--- src/rtl/spi_pkg.sv ---
// Shared SPI definitions: arbiter state encoding, length-width helper and default driver width.
package spi_pkg;

   localparam int SPI_MAXLEN_DFLT = 32;

   typedef enum logic [1:0] {
      ST_IDLE  = 2'd0,
      ST_START = 2'd1,
      ST_BUSY  = 2'd2,
      ST_DONE  = 2'd3
   } spi_arb_state_t;

   // Length fields must hold the value SPI_MAXLEN itself, hence the extra bit.
   function automatic int len_w(input int maxlen);
      return $clog2(maxlen) + 1;
   endfunction

endpackage

--- src/rtl/rr_arbiter.sv ---
// Combinational round-robin pick: first requester searching upward from last+1 with wraparound.
module rr_arbiter #(
   parameter int N     = 4,
   parameter int IDX_W = (N > 1) ? $clog2(N) : 1
) (
   input  logic [N-1:0]     req,
   input  logic [IDX_W-1:0] last,
   output logic [N-1:0]     gnt,
   output logic [IDX_W-1:0] idx,
   output logic             vld
);

   always_comb begin
      logic [IDX_W-1:0] pos;
      gnt = '0;
      idx = '0;
      vld = 1'b0;
      pos = '0;
      for (int off = 1; off <= N; off++) begin
         pos = IDX_W'((int'(last) + off) % N);
         if (!vld && req[pos]) begin
            vld      = 1'b1;
            idx      = pos;
            gnt[pos] = 1'b1;
         end
      end
   end

endmodule

--- src/rtl/spi_arbiter.sv ---
// Round-robin sharing of one spi_drv master between N_REQ requesters, with
// start/ready handshake, completion pulse and per-requester slave-select demux.
module spi_arbiter
   import spi_pkg::*;
#(
   parameter int N_REQ      = 4,
   parameter int SPI_MAXLEN = SPI_MAXLEN_DFLT,
   parameter int LEN_W      = len_w(SPI_MAXLEN)
) (
   input  logic                             clk,
   input  logic                             reset_n,
   input  logic [N_REQ-1:0]                 req,
   input  logic [N_REQ-1:0][LEN_W-1:0]      req_n_clks,
   input  logic [N_REQ-1:0][SPI_MAXLEN-1:0] req_tx_data,
   output logic [N_REQ-1:0]                 gnt,
   output logic [N_REQ-1:0]                 done,
   output logic                             err,
   output logic [SPI_MAXLEN-1:0]            rx_data,
   output logic                             start_cmd,
   output logic [LEN_W-1:0]                 n_clks,
   output logic [SPI_MAXLEN-1:0]            tx_data,
   input  logic                             spi_drv_rdy,
   input  logic [SPI_MAXLEN-1:0]            rx_miso,
   input  logic                             drv_ss_n,
   output logic [N_REQ-1:0]                 ss_n
);

   localparam int IDX_W = (N_REQ > 1) ? $clog2(N_REQ) : 1;

   spi_arb_state_t   state, state_nxt;
   logic [IDX_W-1:0] last, owner;
   logic [N_REQ-1:0] win_gnt;
   logic [IDX_W-1:0] win_idx;
   logic             win_vld;
   logic [LEN_W-1:0] win_len;
   logic             arb_go, len_ok, in_xfer;

   rr_arbiter #(.N(N_REQ), .IDX_W(IDX_W)) u_rr (
      .req  (req),
      .last (last),
      .gnt  (win_gnt),
      .idx  (win_idx),
      .vld  (win_vld)
   );

   assign win_len = req_n_clks[win_idx];
   assign len_ok  = (win_len != '0) && (win_len <= LEN_W'(SPI_MAXLEN));
   assign arb_go  = win_vld && spi_drv_rdy;

   always_ff @(posedge clk or negedge reset_n) begin
      if (!reset_n) state <= ST_IDLE;
      else          state <= state_nxt;
   end

   always_comb begin
      state_nxt = state;
      case (state)
         ST_IDLE:  if (arb_go) state_nxt = len_ok ? ST_START : ST_DONE;
         ST_START: if (!spi_drv_rdy) state_nxt = ST_BUSY;
         ST_BUSY:  if (spi_drv_rdy) state_nxt = ST_DONE;
         default:  state_nxt = ST_IDLE;
      endcase
   end

   always_comb begin
      in_xfer = (state == ST_START) || (state == ST_BUSY);
      ss_n    = '1;
      if (in_xfer) ss_n[owner] = drv_ss_n;
   end

   always_ff @(posedge clk or negedge reset_n) begin
      if (!reset_n) begin
         last      <= IDX_W'(N_REQ - 1);
         owner     <= '0;
         gnt       <= '0;
         done      <= '0;
         err       <= 1'b0;
         start_cmd <= 1'b0;
         n_clks    <= '0;
         tx_data   <= '0;
         rx_data   <= '0;
      end else begin
         case (state)
            ST_IDLE: begin
               if (arb_go) begin
                  last <= win_idx;
                  if (len_ok) begin
                     owner     <= win_idx;
                     gnt       <= win_gnt;
                     start_cmd <= 1'b1;
                     n_clks    <= win_len;
                     tx_data   <= req_tx_data[win_idx];
                  end else begin
                     // Rejected length: report straight away, driver untouched.
                     done <= win_gnt;
                     err  <= 1'b1;
                  end
               end
            end
            ST_START: if (!spi_drv_rdy) start_cmd <= 1'b0;
            ST_BUSY: begin
               if (spi_drv_rdy) begin
                  rx_data <= rx_miso;
                  done    <= gnt;
                  err     <= 1'b0;
               end
            end
            default: begin
               done <= '0;
               err  <= 1'b0;
               gnt  <= '0;
            end
         endcase
      end
   end

endmodule

--- config.mk ---
export PLATFORM = sky130hd
export DESIGN_NAME = spi_arbiter
export DESIGN_NICKNAME = d
export VERILOG_FILES = /design/src/rtl/spi_pkg.sv /design/src/rtl/rr_arbiter.sv /design/src/rtl/spi_arbiter.sv
export SDC_FILE = /design/constraint.sdc
export NUM_CORES = 1
export LEC_CHECK = 0
export ABC_AREA = 1
export CAP_MARGIN = 20
export CORE_MARGIN = 2
export CORE_UTILIZATION = 40
export CTS_CLUSTER_DIAMETER = 150
export DETAILED_ROUTE_END_ITERATION = 12
export GPL_TIMING_DRIVEN = 0
export HOLD_SLACK_MARGIN = 0.1
export PLACE_DENSITY = 0.81
export SYNTH_ARGS = -nofsm -noshare
export SYNTH_HDL_FRONTEND = slang
export SYNTH_SLANG_ARGS = --single-unit
--- constraint.sdc ---
create_clock -name clk -period 3.46 [get_ports clk]
set_input_delay 0.519 -clock clk [delete_from_list [all_inputs] [get_ports clk]]
set_output_delay 0.519 -clock clk [all_outputs]
set_load 0.05 [all_outputs]
==> results of run 1 <==
==> state kept, by name (all words and copies together) (netlist names) <==
| signal | cells |
|---|---|
| err | 1 |
| owner | 2 |
| start_cmd | 1 |
| done | 4 |
| n_clks | 6 |
| state | 2 |
| last | 2 |
| tx_data | 32 |
| gnt | 4 |
| rx_data | 32 |
==> logic make-up after synthesis <==
| kind of cell | after synthesis | share of synthesized area |
|---|---|---|
| compound gates | 163 | 0.1799 |
| flops | 86 | 0.4130 |
| buf+inv | 107 | 0.09331 |
| mux | 32 | 0.06908 |
| fa+ha+maj | 12 | 0.02878 |
| simple gates | 263 | 0.2159 |
==> how the worst min path moves through the flow <==
| stage | start | to | slack, ns |
|---|---|---|---|
| 6_report | done[2] | done[2] | 0.47 |
| 5_1_grt | done[1] | done[1] | 0.50 |
| 4_1_cts | done[1] | done[1] | 0.47 |
| 3_5_place_dp | reset_n | done[3] | 0.43 |
| 3_3_place_gp | done[3] | done[3] | 0.46 |
| 2_1_floorplan | reset_n | done[0] | 0.22 |
==> area by class of cell <==
type | count | area [um2]
repair buffers | 289 | 2882
multi-input cells | 471 | 2673
plain buffers | 39 | 261.5
fillers | 1046 | 3931
clock inverters | 7 | 65.06
well taps | 172 | 215.2
inverters | 68 | 264.0
flip-flops and latches | 86 | 2155
clock buffers | 9 | 225.2
==> worst min-delay path: cells and delay by family, from the launching register on <==
kind | cells | cell delay (ns)
DFF | 1 | 0.34
and+or+nand+nor | 2 | 0.09
==> metal layers <==
metal,part of all wire,vias to the layer above,wire length [um],global-route usage
li1,-,2812,-,-
met1,0.40,2670,7413,0.3012
met2,0.50,237,9334,0.4534
met3,0.068,35,1254,0.05792
met4,0.030,0,565,0.1069
met5,0,-,0,0
==> stage by stage <==
step / instances / TNS (ns) / worst slack [ns]
3_5_place_dp: 1111 / -3.858 / -0.1224
4_1_cts: 1131 / 0 / 0.01795
6_report: 1141 / 0 / 0.1647
5_1_grt: 1141 / -0.9041 / -0.05212
3_3_place_gp: 1110 / -110.07 / -1.297
2_1_floorplan: 663 / 0 / 0.4206
==> layout by cell type (no fill, tap or decap), drive strengths merged, types with 8 or more instances in the layout <==
cell           Yosys  routed
clkdlybuf4s50      0     274
nand2            134     134
o21ai            116     116
dfrtp             84      84
nor2              74      74
inv               68      72
nand3             43      44
buf               24      37
o22ai             36      36
mux2              32      32
clkbuf            15      25
ha                12      12
nand4              9       9
a21oi              8       8
==> what timing repair did <==
item                       CTS  global route
buffers inserted             1             9
hold buffers                 1             0
pin swaps                    0             3
cloned                       2             1
setup endpoints to repair   49            51
hold endpoints to repair    21             0
gates resized for setup     16            20
==> reports/qor.yml, run 1 <==
floorplan:
  core-area_um2: 12670
  dieArea_um2: 13970
  row_count: 41
  fp.dieH_um: 118.2
  dieWidth_um: 118.2
  start_util: 0.4117
  ioPinCount: 276
synth:
  seq_area_frac_synth: 0.4130
  synth_common_cells: "126 x nand2_1, 84 x dfrtp_1, 74 x nor2_1, 74 x o21ai_0, 65 x inv_1"
  synth_cell_types: 31
  synth.top_cell.area_share: 0.4030
  netlist_instances: 663
  synth_area_um2: 5216
  synth_edf_count: 0
  avgSynthCellArea_um2: 7.868
  yosysTopAreaCell: "dfrtp_1"
  syn-num-nets: 867
  post-synth-top-count-cell: "nand2_1"
  ys_warn_count: 0
  ys_async_sr_fraction: 1.000
  synth_flop_cell: "dfrtp_1"
  synth-seq-cells: 86
  synth_area_leaders: "dfrtp_1 40%, nand2_1 9.1%, o21ai_0 7.1%"
clocking:
  insertion_delay_ns: 0.34
  clock_sinks: 86
  htree_levels: 3
  clockBufferDepth: 2
  cts-root-buf: "clkbuf_16"
  path_clk_slew_ns: 0.07
  cts_tree: "yes"
  cts_made_buffers: 9
critical_path:
  path_cells: "buf_6 -> inv_4 -> buf_6 -> ha_4 -> inv_1 -> nand3_1 -> nand2_2 -> o21ai_2 -> nand2_1 -> nand2_2 -> clkbuf_4 -> nand3_1 -> nand3_1 -> nand2_1 -> nand3_1 -> o21bai_4 -> nand2_4 -> nand3_4 -> buf_4 -> nand2_1 -> o21ai_1"
  crit_top_cell: "nand3_1"
  reg2regPathDepth: 21
  crit_path_top_delay_cell: "dfstp_2"
  critPathMaxFanout: 13
  cp_top_family: "simple AND/OR/NAND/NOR gates"
  r2r_start: "last[0]"
  critPathBufInv: 6
  start_kind: "flop"
  slowest_delay_ns: 0.57
  r2r-end: "tx_data[30]"
  end_kind: "flop"
  crit_cells: 21
  cp-startpoint: "last[0]"
  cp-endpoint: "tx_data[30]"
  criticalPathCategory: "reg -> reg"
  reg2reg_setup_slack_ns: 0.16
  arrival_ns: 3.53
  cp.required_ns: 3.69
timing:
  hold_viol: 0
  slew_headroom: 0.5818
  timing.hold.ws_ns: 0.4698
  fin_crit_ns: 3.295
  slew_violations: 0
  clock_skew_ns: 0.004498
  post-route-period-util: 0.9524
  finalSetupViolCount: 0
  max_freq_ghz: 0.3035
  worst_slew_pin_slew_ns: 0.6253
drt:
  routed_wl_um: 18570
  drc_errors: 0
  vias: 5754
  wl_per_cell_um: 16.27
  ant_nets: 0
  vias_per_cell: 5.043
  first_iter_violations: 355
  first_pass_iters: 5
placed_design:
  place_area_um2: 8209
  routabilityCongestion: 0.9326
  dpl.hpwl_um: 14500
  io_buffers: 275
final_layout:
  utilization: 0.6897
  antennaDiodeCount: 0
  nets: 1168
  drive_gt1_frac: 0.1393
  syn_to_final_growth_pct: 67.55
  final_cell_area_um2: 8740
global_routing:
  grt_overflow: 0
  grt_pass1_vias: 5571
  antenna_found_initial: 0
  grt_max_degree: 66
  grt_usage: 0.2576
  grt_first_pass_wirelength_um: 28390
hold_path:
  min_path_type: "reg -> reg"
  min_path_cells: 2
flow_run:
  drv_cap: 0
run_status:
  outcome: "completed"
Power of run 1 is not shown: default switching activity piles up to over one toggle a cycle in this logic, so the estimate is an artifact.
==> run 2, diff against run 1 <==
--- a/config.mk
+++ b/config.mk
@@ -17,3 +17,4 @@
 export SYNTH_ARGS = -nofsm -noshare
 export SYNTH_HDL_FRONTEND = slang
 export SYNTH_SLANG_ARGS = --single-unit
+export TNS_END_PERCENT = 50
==> results of run 2 <==
The final DEF is identical to that of run 1; final timing and power are the same.
Power of run 2 is left out for the same reason.
